--- src/rtl/instr_issue_if.sv ---
// ---------------------------------------------------------------------------
// instr_issue_if : host-side and core-side signal bundle of the instruction
// issue unit.
//   master : host/environment side. It drives flush, in_valid and in_instr and
//            observes in_ready, instr_out, instr_valid, count and busy.
//   slave  : the issue unit itself.
// ---------------------------------------------------------------------------
interface instr_issue_if #(
   parameter int DEPTH = 8
);
   logic                      flush;
   logic                      in_valid;
   logic [31:0]               in_instr;
   logic                      in_ready;
   logic [31:0]               instr_out;
   logic                      instr_valid;
   logic [$clog2(DEPTH):0]    count;
   logic                      busy;

   modport master (
      output flush, in_valid, in_instr,
      input  in_ready, instr_out, instr_valid, count, busy
   );

   modport slave (
      input  flush, in_valid, in_instr,
      output in_ready, instr_out, instr_valid, count, busy
   );
endinterface

--- src/rtl/instr_issue.sv ---
// ---------------------------------------------------------------------------
// instr_issue : queues host instructions in a FIFO and presents each one to
// the core for exactly HOLD cycles. When nothing is queued, it drives
// IDLE_INSTR.
// Ports:
//   clk  - system clock (rising edge)
//   rst  - asynchronous active-high reset
//   bus  - instr_issue_if.slave:
//            flush        synchronous clear of the queue and of the current issue
//            in_valid     host handshake: word offered
//            in_instr     host handshake: word
//            in_ready     host handshake: queue not full
//            instr_out    registered word to the core
//            instr_valid  instr_out holds a real instruction
//            count        queued words, excluding the one being issued
//            busy         count != 0 or instr_valid
// ---------------------------------------------------------------------------
module instr_issue #(
   parameter int          DEPTH      = 8,
   parameter int          HOLD       = 3,
   parameter logic [31:0] IDLE_INSTR = 32'hFC00_0000
) (
   input  logic            clk,
   input  logic            rst,
   instr_issue_if.slave    bus
);
   localparam int AW = $clog2(DEPTH);
   localparam int CW = AW + 1;

   typedef enum logic [0:0] {
      ST_IDLE  = 1'b0,
      ST_ISSUE = 1'b1
   } state_t;

   logic [31:0]   mem_r [DEPTH];
   logic [AW-1:0] wptr_r;
   logic [AW-1:0] rptr_r;
   logic [CW-1:0] count_r;
   logic [3:0]    hcnt_r;
   state_t        state_r;
   logic [31:0]   instr_out_r;
   logic          instr_valid_r;

   logic          in_ready_s;
   logic          push_s;
   logic          pop_s;
   state_t        state_nx_s;
   logic [3:0]    hcnt_nx_s;
   logic [31:0]   instr_out_nx_s;
   logic          instr_valid_nx_s;

   // Handshake qualification. Full blocks the push even if a pop happens on the same edge.
   always_comb begin
      in_ready_s = (count_r != CW'(DEPTH));
      push_s     = bus.in_valid & in_ready_s & ~bus.flush;
   end

   // Issue state machine: next state, hold counter, next output word and the pop request.
   always_comb begin
      state_nx_s       = state_r;
      hcnt_nx_s        = hcnt_r;
      instr_out_nx_s   = instr_out_r;
      instr_valid_nx_s = instr_valid_r;
      pop_s            = 1'b0;
      case (state_r)
         ST_IDLE: begin
            if (count_r != {CW{1'b0}}) begin
               pop_s            = 1'b1;
               instr_out_nx_s   = mem_r[rptr_r];
               instr_valid_nx_s = 1'b1;
               hcnt_nx_s        = 4'(HOLD - 1);
               state_nx_s       = ST_ISSUE;
            end else begin
               instr_out_nx_s   = IDLE_INSTR;
               instr_valid_nx_s = 1'b0;
            end
         end
         ST_ISSUE: begin
            if (hcnt_r != 4'd0) begin
               hcnt_nx_s = hcnt_r - 4'd1;
            end else if (count_r != {CW{1'b0}}) begin
               // back-to-back issue: no idle cycle between words
               pop_s            = 1'b1;
               instr_out_nx_s   = mem_r[rptr_r];
               instr_valid_nx_s = 1'b1;
               hcnt_nx_s        = 4'(HOLD - 1);
            end else begin
               instr_out_nx_s   = IDLE_INSTR;
               instr_valid_nx_s = 1'b0;
               state_nx_s       = ST_IDLE;
            end
         end
         default: begin
            instr_out_nx_s   = IDLE_INSTR;
            instr_valid_nx_s = 1'b0;
            hcnt_nx_s        = 4'd0;
            state_nx_s       = ST_IDLE;
         end
      endcase
   end

   // FIFO storage write. The data array needs no reset because count guards every read.
   always_ff @(posedge clk) begin
      if (push_s) begin
         mem_r[wptr_r] <= bus.in_instr;
      end
   end

   // Control state: pointers, occupancy, FSM and registered outputs. A flush overrides everything except rst.
   always_ff @(posedge clk or posedge rst) begin
      if (rst) begin
         wptr_r        <= {AW{1'b0}};
         rptr_r        <= {AW{1'b0}};
         count_r       <= {CW{1'b0}};
         hcnt_r        <= 4'd0;
         state_r       <= ST_IDLE;
         instr_out_r   <= IDLE_INSTR;
         instr_valid_r <= 1'b0;
      end else if (bus.flush) begin
         wptr_r        <= {AW{1'b0}};
         rptr_r        <= {AW{1'b0}};
         count_r       <= {CW{1'b0}};
         hcnt_r        <= 4'd0;
         state_r       <= ST_IDLE;
         instr_out_r   <= IDLE_INSTR;
         instr_valid_r <= 1'b0;
      end else begin
         // pointers wrap naturally modulo DEPTH (power of two)
         wptr_r        <= wptr_r + AW'(push_s);
         rptr_r        <= rptr_r + AW'(pop_s);
         count_r       <= count_r + CW'(push_s) - CW'(pop_s);
         hcnt_r        <= hcnt_nx_s;
         state_r       <= state_nx_s;
         instr_out_r   <= instr_out_nx_s;
         instr_valid_r <= instr_valid_nx_s;
      end
   end

   // Output drive: in_ready and busy are derived from registered state only.
   always_comb begin
      bus.in_ready    = in_ready_s;
      bus.instr_out   = instr_out_r;
      bus.instr_valid = instr_valid_r;
      bus.count       = count_r;
      bus.busy        = (count_r != {CW{1'b0}}) | instr_valid_r;
   end
endmodule

--- src/flat_wrapper.sv ---
// flat-port wrapper written by rule: the top's interface ports become plain ports
module instr_issue_flat 
#(
   parameter int          DEPTH      = 8,
   parameter int          HOLD       = 3,
   parameter logic [31:0] IDLE_INSTR = 32'hFC00_0000
)
  (clk, rst, bus_flush, bus_in_valid, bus_in_instr, bus_in_ready, bus_instr_out, bus_instr_valid, bus_count, bus_busy);
  instr_issue_if #(.DEPTH(DEPTH)) bus_i ();
  input  logic clk;
  input  logic rst;
  input wire logic [$bits(bus_i.flush)-1:0] bus_flush;
  input wire logic [$bits(bus_i.in_valid)-1:0] bus_in_valid;
  input wire logic [$bits(bus_i.in_instr)-1:0] bus_in_instr;
  output wire logic [$bits(bus_i.in_ready)-1:0] bus_in_ready;
  output wire logic [$bits(bus_i.instr_out)-1:0] bus_instr_out;
  output wire logic [$bits(bus_i.instr_valid)-1:0] bus_instr_valid;
  output wire logic [$bits(bus_i.count)-1:0] bus_count;
  output wire logic [$bits(bus_i.busy)-1:0] bus_busy;
  assign bus_i.flush = bus_flush;
  assign bus_i.in_valid = bus_in_valid;
  assign bus_i.in_instr = bus_in_instr;
  assign bus_in_ready = bus_i.in_ready;
  assign bus_instr_out = bus_i.instr_out;
  assign bus_instr_valid = bus_i.instr_valid;
  assign bus_count = bus_i.count;
  assign bus_busy = bus_i.busy;
  instr_issue #(.DEPTH(DEPTH), .HOLD(HOLD), .IDLE_INSTR(IDLE_INSTR)) u_core (.clk(clk), .rst(rst), .bus(bus_i));
endmodule
--- config.mk ---
export PLATFORM = sky130hd
export DESIGN_NAME = instr_issue_flat
export DESIGN_NICKNAME = d
export VERILOG_FILES = /design/src/rtl/instr_issue_if.sv /design/src/rtl/instr_issue.sv /design/src/flat_wrapper.sv
export SDC_FILE = /design/constraint.sdc
export NUM_CORES = 1
export LEC_CHECK = 0
export CAP_MARGIN = 20
export CORE_MARGIN = 3
export CORE_UTILIZATION = 37
export CTS_BUF_LIST = sky130_fd_sc_hd__clkbuf_8
export CTS_CLUSTER_SIZE = 28
export DETAILED_ROUTE_END_ITERATION = 10
export PLACE_DENSITY = 0.64
export SLEW_MARGIN = 20
export SYNTH_ARGS = -nofsm -noshare
export SYNTH_HDL_FRONTEND = slang
export SYNTH_SLANG_ARGS = --single-unit
--- constraint.sdc ---
create_clock -name clk -period 3.4 [get_ports clk]
set_input_delay 0.68 -clock clk [delete_from_list [all_inputs] [get_ports clk]]
set_output_delay 0.68 -clock clk [all_outputs]
set_load 0.02 [all_outputs]
; ---- After elaboration in Yosys (flattened, before gate mapping)
; Memory sizes are Yosys's and may differ from the RTL's.
; Index checks and enable logic that the tools add are counted.
[totals]
reg_bits = 48
latchBits = 0
mem_bits_rw = 256
mem_bits_ro = 0
inputBits = 36
out_inout_bits = 39
word_cells = 44
mem_count = 1
[op_classes]
n_addsub = 5
n_mul = 0
div_mod_pow = 0
magnitude_cmp = 0
n_eq_ne = 2
shift = 0
n_mux = 22
n_bitwise = 5
n_reduce_logical = 2
[memory_table]
columns = memory, depth, word_bits, read_ports, rd_clocked_by_memory_dff, write_ports, line
row1 = u_core.mem_r, 8, 32, 1, 0, 1, instr_issue.sv:35  ; logic [31:0] mem_r [DEPTH];
[op_table]
columns = operator, n
row1 = $mux 32, 3
row2 = $pmux 32 s2, 1
row3 = $mux 4, 4
row4 = $mux 1, 8
row5 = $pmux 4 s2, 1
row6 = $reduce_bool 4->1, 2
row7 = $add 3x1->3, 2
row8 = $mux 3, 2
row9 = $pmux 1 s2, 3
row10 = $add 4x1->4, 1
row11 = $ne 4x4->1 const B, 1
row12 = $sub 4x1->4, 1
row13 = $sub 4x1->4 const B, 1
row14 = $ne 3x3->1 const B, 1
row15 = $and 1x1->1, 2
row16 = $not 1->1, 2
row17 = $or 1x1->1, 1

; ---- Logic depth before layout (Yosys ltp)
; Gate-level depths: netlist of the first run.
[depth]
depth_word = 6
mapped_depth = 12
ltp_nobuf = 12

; ---- Least setup slack after synthesis of the first run
; No wires, ideal clock.
[synth_path]
path_type = input-to-reg
from = in bus_flush
to = mem u_core.mem_r[0][0], enable pin
setup_time_ns = 0.461
arrival_ns = 3.569
required_ns = 2.939
path_slack_ns = -0.630
stages = 5
cell_sequence = buf_2 nand2b_1 a21oi_1 nand2b_1 nor3_1
[synth_via]
elab_chain_cells = 4
[synth_rtl]
columns = item, line
row1 = start: declaration, flat_wrapper.sv:12  ; input wire logic [$bits(bus_i.flush)-1:0] bus_flush;
row2 = $not 1->1, instr_issue.sv:55  ; push_s = bus.in_valid & in_ready_s & ~bus.flush;
row3 = $and 1x1->1, instr_issue.sv:55
row4 = $mux 1, instr_issue.sv:104  ; if (push_s) begin
row5 = $mux 1 (not written as such), instr_issue.sv:105  ; mem_r[wptr_r] <= bus.in_instr;
row6 = end: declaration, instr_issue.sv:35
; Every way passes these cells.

; ---- Worst setup path in the final report of the first run
[layout_path]
from = reg u_core.count_r[2], in the netlist u_core.bus.count[2]
to = out bus_busy
[layout_via]
elab_chain_cells = 2
[layout_rtl]
columns = item, line
row1 = start: declaration, instr_issue.sv:38  ; logic [CW-1:0] count_r;
row2 = start signal: assignment, instr_issue.sv:114  ; count_r <= {CW{1'b0}};
row3 = start signal: assignment, instr_issue.sv:122  ; count_r <= {CW{1'b0}};
row4 = start signal: assignment, instr_issue.sv:131  ; count_r <= count_r + CW'(push_s) - CW'(pop_s);
row5 = $reduce_bool 4->1, instr_issue.sv:145  ; bus.busy = (count_r != {CW{1'b0}}) | instr_valid_r;
row6 = $or 1x1->1, instr_issue.sv:145
row7 = end: declaration, flat_wrapper.sv:19  ; output wire logic [$bits(bus_i.busy)-1:0] bus_busy;
; Every way passes these cells.

==> results.py, run 1 <==
metrics = {
    "timing": {
        "tightest_slew_ns": 0.9877,
        "finalClockSkew_ns": 0.01205,
        "grt_setup_unrepaired": "false",
        "setup_violations": 0,
        "finalCritPeriodShare_pct": 84.40,
        "min_period_ns": 2.870,
        "tns_ns": 0,
        "hold_viol": 0,
        "fmax_mhz": 348.5,
        "slew_headroom_pct": 34.16,
        "finalMaxSlewViolations": 0,
    },
    "critical_path": {
        "reg2reg_slack_ns": 0.85,
        "rr_startpoint": "u_core.hcnt_r[0]$_DFF_PP0_",
        "startpoint": "u_core.bus.count[2]$_DFF_PP0_",
        "rr_worst_depth": 10,
        "cp_max_fo": 8,
        "worstReg2RegEnd": "u_core.bus.count[1]$_DFF_PP0_",
        "cp-end-kind": "output pin",
        "crit_required_ns": 2.72,
        "startpoint_type": "flip-flop",
        "path_class": "reg2out",
        "critical_path_arrival_ns": 2.19,
    },
    "drt": {
        "wire_per_inst_um": 21.09,
        "wirelength_um": 23290,
        "first_pass_iters": 4,
        "drtIter0Drc": 396,
        "drc_errors": 0,
        "ant_nets": 0,
        "viasPerCell": 5.096,
        "vias": 5626,
    },
    "floorplanning": {
        "dieArea_um2": 34340,
        "io_pins": 75,
        "rows": 65,
        "coreArea_um2": 31640,
        "fp.dieW_um": 185.3,
        "initial_core_util_pct": 37.60,
        "die_y_um": 185.3,
    },
    "layout": {
        "multi_input_area_um2": 2810,
        "stdcell_count": 1104,
        "nFillCells": 2624,
        "antenna_cells": 0,
        "seq_area_um2": 8902,
        "design_area_um2": 14220,
        "final_cell_mix": "256 x edfxtp_1, 74 x clkdlybuf4s50_1, 54 x clkbuf_8, 46 x mux4_1, 39 x dfrtp_1",
        "nets": 709,
        "layout_commonest_cell": "edfxtp_1",
        "areaGrowthSynthToFinish_pct": 19.51,
        "layout-drive-gt1-share_pct": 23.08,
    },
    "logic_synthesis": {
        "async_flop_share_pct": 15.79,
        "syn_area_um2": 11900,
        "ys_types": 38,
        "ys_warn_count": 0,
        "syn_nets": 586,
        "synthCells": 538,
        "synth_flop_cell": "edfxtp_1",
        "avgSynthCellArea_um2": 22.11,
        "synth-seq-cells": 304,
        "ys_seq_area_share_pct": 74.78,
        "synth_edf_count": 256,
    },
    "cts": {
        "path_clk_slew_ns": 0.06,
        "ctsResizeCount": 0,
        "clkLatencyLatePin_ns": 0.55,
        "clock_sinks": 304,
        "clk_path_buf_depth": 3,
        "cts_buffers": 49,
        "cts_hold_buf": 0,
        "tritoncts": "yes",
        "postCtsSetupBuffers": 0,
        "h-tree-depth": 2,
        "cts-root-buf": "clkbuf_8",
    },
    "power": {
        "leakage_uw": 0.004869,
        "power_density_nw_per_um2": 723.6,
        "ir_drop_v": 0.0003547,
    },
    "job": {
        "max_cap_viol_count": 0,
    },
    "worst_hold_path": {
        "worst_hold_path.endpoint": "u_core.bus.instr_out[27]$_DFFE_PP1P_",
        "min_delay_path_depth": 1,
        "min_from": "u_core.bus.instr_out[27]$_DFFE_PP1P_",
        "hold_path.class": "reg2reg",
    },
    "global_route": {
        "grt_use_total_pct": 13.90,
        "grt_overflow": 0,
        "first_global_vias": 6187,
        "antenna_found_initial": 0,
        "grt_pass1_wl_um": 36000,
        "grt_max_degree": 42,
    },
    "placed_design": {
        "place_area_um2": 13220,
        "gp_congestion": 0.7243,
        "dp.cells": 1012,
        "dp_hpwl_um": 14650,
        "io_buffers": 74,
    },
    "status": {
        "outcome": "finished, final reports clean",
    },
}
-- critical path, stage by stage, from the launching register on --
cell	delay (ns)
dfrtp_1	0.39
inv_1	0.11
ha_1	0.16
and2_1	0.35
nand2b_1	0.09
clkdlybuf4s50_1	0.54
-- cells in the mapped netlist (2+ instances only) --
master	count	area share [%]
clkbuf_1	3	0.095
mux2_2	26	2.5
a2bb2oi_1	6	0.44
nor2_1	12	0.38
buf_2	8	0.34
ha_1	11	1.2
nor2b_1	6	0.32
edfxtp_1	256	65
nor3_1	3	0.13
xnor2_1	4	0.29
mux2i_1	7	0.59
inv_1	10	0.32
nand2b_1	6	0.32
buf_6	9	0.85
dfrtp_1	42	8.8
mux4_2	18	3.4
nand2_1	7	0.22
dlygate4sd1_1	2	0.15
dfstp_2	6	1.3
nand3b_1	2	0.13
mux4_1	46	10
a21oi_1	6	0.25
buf_8	2	0.25
a22o_1	26	1.9
-- stage by stage --
stage | worst slack [ns] | hold WS (ns) | power, µW | utilization (%)
after floorplan | 0.2262 | 0.5251 | 6415 | -
after global placement | 0.6604 | 0.4895 | 7270 | 41.80
after detailed placement | 0.6538 | 0.4915 | 7328 | 41.80
after CTS | 0.4757 | 0.5054 | 10460 | 44.94
after global routing | 0.4198 | 0.5120 | 10810 | 44.94
final | 0.5303 | 0.5016 | 10290 | 44.94
-- power by group --
part           switching, µW  total [µW]  leakage [µW]  internal, µW
registers                295        4650       0.00293          4350
clock network           1390        3090      0.000555          1700
logic                   1180        2550       0.00139          1370
-- cells by family after synthesis --
kind of cell | after synthesis | synth area share, %
AND/OR/NAND/NOR | 41 | 1.820
AO/OA/AOI/OAI | 44 | 2.998
XOR/XNOR | 4 | 0.2945
adder cells (fa/ha/maj) | 12 | 1.325
flip-flops | 304 | 74.78
buffers and inverters | 36 | 2.167
multiplexers | 97 | 16.62
-- sequential cells by signal (all words and copies together) (netlist names) --
signal                  cells
u_core.state_r              1
u_core.mem_r              256
u_core.wptr_r               3
u_core.bus.count            4
u_core.bus.instr_valid      1
u_core.bus.instr_out       32
u_core.rptr_r               3
u_core.hcnt_r               4
-- worst max path at each step --
stage                                                to  slack (ns)
final                                          bus_busy        0.53
after global routing                           bus_busy        0.42
after CTS                                      bus_busy        0.48
after detailed placement  u_core.mem_r[1][12]$_DFFE_PP_        0.65
after global placement    u_core.mem_r[3][12]$_DFFE_PP_        0.66
after floorplan            u_core.mem_r[7][0]$_DFFE_PP_        0.23
-- layer usage --
layer / share of wire (%) / wire, µm / vias up / global-route usage [%]
li1: - / - / 2506 / -
met1: 42 / 9768 / 2929 / 18.04
met2: 50 / 11660 / 148 / 23.67
met3: 5.6 / 1299 / 43 / 2.612
met4: 2.4 / 554 / 0 / 4.712
met5: 0 / 0 / - / 0
-- cell type report --
class | instances | area share (%)
Clock buffer | 54 | 5.227
Clock inverter | 38 | 1.760
Inverter | 10 | 0.2640
Multi-Input combinational cell | 198 | 19.77
Sequential cell | 304 | 62.62
Tap cell | 402 | 3.538
Timing Repair Buffer | 98 | 6.829
No activity file was read; power rests on OpenSTA's default activity.
==> run 2: changes to the inputs <==
--- a/config.mk
+++ b/config.mk
@@ -11,7 +11,7 @@
 export CTS_BUF_LIST = sky130_fd_sc_hd__clkbuf_8
 export CTS_CLUSTER_SIZE = 28
 export DETAILED_ROUTE_END_ITERATION = 10
-export PLACE_DENSITY = 0.64
+export PLACE_DENSITY = 0.62
 export SLEW_MARGIN = 20
 export SYNTH_ARGS = -nofsm -noshare
 export SYNTH_HDL_FRONTEND = slang
==> constraint.sdc (replaced) <==
create_clock -name clk -period 2.9 [get_ports clk]
set_input_delay 0.58 -clock clk [delete_from_list [all_inputs] [get_ports clk]]
set_output_delay 0.58 -clock clk [all_outputs]
set_load 0.02 [all_outputs]
==> run 2 against run 1 <==
Net effect:
- first-iteration DRC count is 7.1% higher
- sequential power is 15% higher
- critical path type unchanged
- critical path depth did not move
==> results.py, run 2 (same netlist as run 1, synthesis figures left out) <==
metrics = {
    "status": {
        "outcome": "finished, final reports clean",
    },
    "floorplanning": {
        "coreArea_um2": 31640,
        "initial_core_util_pct": 37.60,
        "dieArea_um2": 34340,
        "io_pins": 75,
        "die_y_um": 185.3,
        "fp.dieW_um": 185.3,
        "rows": 65,
    },
    "drt": {
        "ant_nets": 0,
        "wirelength_um": 23250,
        "drc_errors": 0,
        "first_pass_iters": 4,
        "wire_per_inst_um": 21.10,
        "vias": 5551,
        "viasPerCell": 5.037,
        "drtIter0Drc": 424,
    },
    "global_route": {
        "antenna_found_initial": 0,
        "grt_max_degree": 35,
        "grt_overflow": 0,
        "grt_use_total_pct": 13.88,
        "grt_pass1_wl_um": 35940,
        "first_global_vias": 6184,
    },
    "placed_design": {
        "place_ws_ns": 0.2587,
        "place_area_um2": 13290,
        "gp_congestion": 0.7082,
        "dp_hpwl_um": 14510,
        "io_buffers": 74,
    },
    "power": {
        "p_total_uw": 11880,
        "power_density_nw_per_um2": 836.5,
        "leakage_uw": 0.004862,
        "ir_drop_v": 0.0003366,
    },
    "cts": {
        "cts_buffers": 46,
        "path_clk_slew_ns": 0.06,
        "clkLatencyLatePin_ns": 0.54,
        "clk_path_buf_depth": 3,
        "ctsResizeCount": 0,
        "cts-root-buf": "clkbuf_8",
        "h-tree-depth": 2,
        "postCtsSetupBuffers": 0,
        "cts_hold_buf": 0,
        "clock_sinks": 304,
        "tritoncts": "yes",
    },
    "critical_path": {
        "path_class": "reg2out",
        "crit_required_ns": 2.32,
        "reg2reg_slack_ns": 0.37,
        "cp_max_fo": 8,
        "critical_path_arrival_ns": 2.16,
        "cp-end-kind": "output pin",
        "rr_worst_depth": 10,
        "startpoint_type": "flip-flop",
    },
    "timing": {
        "finalMaxSlewViolations": 0,
        "finalCritPeriodShare_pct": 94.52,
        "fmax_mhz": 364.8,
        "finalClockSkew_ns": 0.01915,
        "grt_setup_unrepaired": "false",
        "setup_violations": 0,
        "setup_slack_ns": 0.1589,
        "holdWs_ns": 0.4439,
        "hold_viol": 0,
        "tightest_slew_ns": 0.8152,
        "slew_headroom_pct": 45.65,
        "min_period_ns": 2.741,
    },
    "layout": {
        "nets": 711,
        "largest_register": "u_core.mem_r",
        "layout_commonest_cell": "edfxtp_1",
        "final_cell_mix": "256 x edfxtp_1, 74 x clkdlybuf4s50_1, 52 x clkbuf_8, 46 x mux4_1, 39 x dfrtp_1",
        "largest_reg_flops": 256,
        "areaGrowthSynthToFinish_pct": 19.42,
        "antenna_cells": 0,
        "design_area_um2": 14210,
        "layout-drive-gt1-share_pct": 23.29,
    },
    "job": {
        "max_cap_viol_count": 0,
    },
    "worst_hold_path": {
        "hold_path.class": "in2async",
    },
}
[run 2: critical path, cell delays in order (launching register included)]
cell and delay (ns):
dfrtp_1 0.38, inv_1 0.11, ha_1 0.14, and2_1 0.33, nand2b_1 0.09, clkdlybuf4s50_1 0.56
[run 2: layout make-up]
| cell class | instances | area, µm² |
|---|---|---|
| Fill cell | 2605 | 17430 |
| Sequential cell | 304 | 8902 |
| Multi-Input combinational cell | 198 | 2810 |
| Timing Repair Buffer | 103 | 1033 |
| Clock buffer | 52 | 715.7 |
| Tap cell | 402 | 503.0 |
| Clock inverter | 33 | 203.9 |
| Inverter | 10 | 37.54 |
[run 2: metrics by stage]
step	util, %	std cells	TNS, ns
finish	44.90	1102	0
global route	44.90	1102	0
CTS	44.90	1102	0
detailed placement	42.00	1017	0
global placement	42.00	1017	0
floorplan	-	538	-35.49
[run 2: worst paths after layout]
check                                                startpoint                                    to
setup / recovery                  u_core.bus.count[2]$_DFF_PP0_                              bus_busy
hold / removal                                              rst   u_core.bus.instr_out[1]$_DFFE_PP0P_
setup reg to reg                     u_core.hcnt_r[0]$_DFF_PP0_         u_core.bus.count[1]$_DFF_PP0_
hold reg to reg            u_core.bus.instr_out[21]$_DFFE_PP0P_  u_core.bus.instr_out[21]$_DFFE_PP0P_
max in group asynchronous                                   rst  u_core.bus.instr_out[28]$_DFFE_PP1P_
min in group clk           u_core.bus.instr_out[21]$_DFFE_PP0P_  u_core.bus.instr_out[21]$_DFFE_PP0P_
[run 2: power breakdown]
group,internal [µW],switching (µW),total [µW],leakage (µW)
clock,1840,1580,3410,0.000515
combinational,1620,1530,3140,0.00142
sequential,5100,221,5330,0.00293
[run 2: metal layers]
| metal | up-vias | wire length (µm) | GRT usage, % |
|---|---|---|---|
| met4 | 0 | 349 | 3.962 |
| met3 | 30 | 1148 | 2.671 |
| met1 | 2883 | 10250 | 18.51 |
| met2 | 131 | 11500 | 23.40 |
| li1 | 2507 | - | - |
| met5 | - | 0 | 0 |
==> run 3: changes to the inputs <==
==> constraint.sdc (replaced) <==
create_clock -name clk -period 3.4 [get_ports clk]
set_input_delay 0.68 -clock clk [delete_from_list [all_inputs] [get_ports clk]]
set_output_delay 0.68 -clock clk [all_outputs]
set_load 0.02 [all_outputs]
==> run 3 against run 2 <==
Net effect:
- final cell count is 0.27% higher
- critical endpoint unchanged
- critical path type unchanged
- die area stayed put
- critical path depth is 1 lower
- wire length is 0.79% higher
- combinational power is 18% lower
- global-route usage is 0.057 points higher
- worst setup slack better by 0.38 ns
==> results.py, run 3 (same netlist as run 1, synthesis figures left out) <==
metrics = {
    "status": {
        "outcome": "finished, final reports clean",
    },
    "critical_path": {
        "critical_path_arrival_ns": 2.18,
        "reg2reg_slack_ns": 0.86,
        "cp_max_fo": 8,
        "path_class": "reg2out",
        "crit_required_ns": 2.72,
        "startpoint_type": "flip-flop",
        "cp-end-kind": "output pin",
    },
    "floorplanning": {
        "io_pins": 75,
        "initial_core_util_pct": 37.60,
        "dieArea_um2": 34340,
        "rows": 65,
        "die_y_um": 185.3,
        "coreArea_um2": 31640,
        "fp.dieW_um": 185.3,
    },
    "global_route": {
        "grt_use_total_pct": 13.93,
        "antenna_found_initial": 0,
        "grt_max_degree": 45,
        "grt_overflow": 0,
        "grt_pass1_wl_um": 36160,
        "first_global_vias": 6211,
    },
    "timing": {
        "finalCritPeriodShare_pct": 84.13,
        "slew_headroom_pct": 33.95,
        "fmax_mhz": 349.6,
        "holdWs_ns": 0.5026,
        "finalMaxSlewViolations": 0,
        "hold_viol": 0,
        "setup_slack_ns": 0.5395,
        "finalClockSkew_ns": 0.02377,
        "min_period_ns": 2.861,
        "grt_setup_unrepaired": "false",
        "tns_ns": 0,
        "setup_violations": 0,
        "tightest_slew_ns": 0.9907,
    },
    "cts": {
        "clkLatencyLatePin_ns": 0.56,
        "cts_buffers": 50,
        "clk_path_buf_depth": 3,
        "cts-root-buf": "clkbuf_8",
        "cts_hold_buf": 0,
        "clock_sinks": 304,
        "h-tree-depth": 2,
        "tritoncts": "yes",
        "path_clk_slew_ns": 0.06,
        "postCtsSetupBuffers": 0,
        "ctsResizeCount": 0,
    },
    "power": {
        "ir_drop_v": 0.0002850,
        "power_density_nw_per_um2": 706.4,
        "leakage_uw": 0.004854,
    },
    "drt": {
        "ant_nets": 0,
        "vias": 5596,
        "first_pass_iters": 4,
        "wire_per_inst_um": 21.20,
        "viasPerCell": 5.064,
        "drc_errors": 0,
        "drtIter0Drc": 367,
        "wirelength_um": 23430,
    },
    "placed_design": {
        "dp.cells": 1013,
        "gp_congestion": 0.6915,
        "place_ws_ns": 0.6537,
        "dp_hpwl_um": 14140,
        "io_buffers": 74,
    },
    "job": {
        "max_cap_viol_count": 0,
    },
    "layout": {
        "stdcell_count": 1105,
        "antenna_cells": 0,
        "largest_register": "u_core.mem_r",
        "largest_reg_flops": 256,
        "layout-drive-gt1-share_pct": 21.34,
        "areaGrowthSynthToFinish_pct": 18.57,
        "final_cell_mix": "256 x edfxtp_1, 74 x clkdlybuf4s50_1, 52 x clkbuf_8, 46 x mux4_1, 39 x dfrtp_1",
        "layout_commonest_cell": "edfxtp_1",
        "nets": 711,
        "final_core_util_pct": 44.59,
    },
    "worst_hold_path": {
        "hold_path.class": "reg2reg",
    },
}
==> run 3: layer usage <==
metal  part of all wire [%]  GRT usage (%)  wire length, µm
met4                    2.1          4.922              483
met2                     50          23.27            11720
met3                    5.1          2.690             1193
met1                     43          18.36            10030
met5                      0              0                0
==> run 3: critical path, cell delays in order (launching register included) <==
cell and delay, ns:
dfrtp_1 0.42, nor2_1 0.19, and2_1 0.37, nand2b_1 0.10, clkdlybuf4s50_1 0.55
==> run 3: final timing paths <==
check / from / end / depth (start not counted)
min: u_core.bus.instr_out[24]$_DFFE_PP0P_ / u_core.bus.instr_out[24]$_DFFE_PP0P_ / 1
min in group asynchronous: rst / u_core.bus.instr_out[25]$_DFFE_PP0P_ / 2
max reg2reg: u_core.hcnt_r[0]$_DFF_PP0_ / u_core.bus.count[1]$_DFF_PP0_ / 10
max: u_core.bus.count[1]$_DFF_PP0_ / bus_busy / 4
max in group asynchronous: rst / u_core.bus.instr_out[13]$_DFFE_PP0P_ / 3
min reg2reg: u_core.bus.instr_out[24]$_DFFE_PP0P_ / u_core.bus.instr_out[24]$_DFFE_PP0P_ / 1
==> run 3: metrics by stage <==
| step | cell area [µm²] | total power (µW) |
|---|---|---|
| 2_1_floorplan | 11910 | 6415 |
| 3_3_place_gp | 13220 | 7239 |
| 3_5_place_dp | 13220 | 7299 |
| 4_1_cts | 14110 | 10120 |
| 5_1_grt | 14110 | 10490 |
| 6_report | 14110 | 9964 |
==> run 3: cell type report <==
cell class	count	area, µm²
Clock buffer	52	715.7
Clock inverter	40	171.4
Fill cell	2631	17530
Inverter	10	37.54
Multi-Input combinational cell	198	2810
Sequential cell	304	8902
Tap cell	402	503.0
Timing Repair Buffer	99	965.9
==> run 3: where the power goes <==
group / switching [µW] / internal, µW / leakage (µW)
clock: 1360 / 1420 / 0.000538
sequential: 252 / 4350 / 0.00293
combinational: 1220 / 1350 / 0.00139
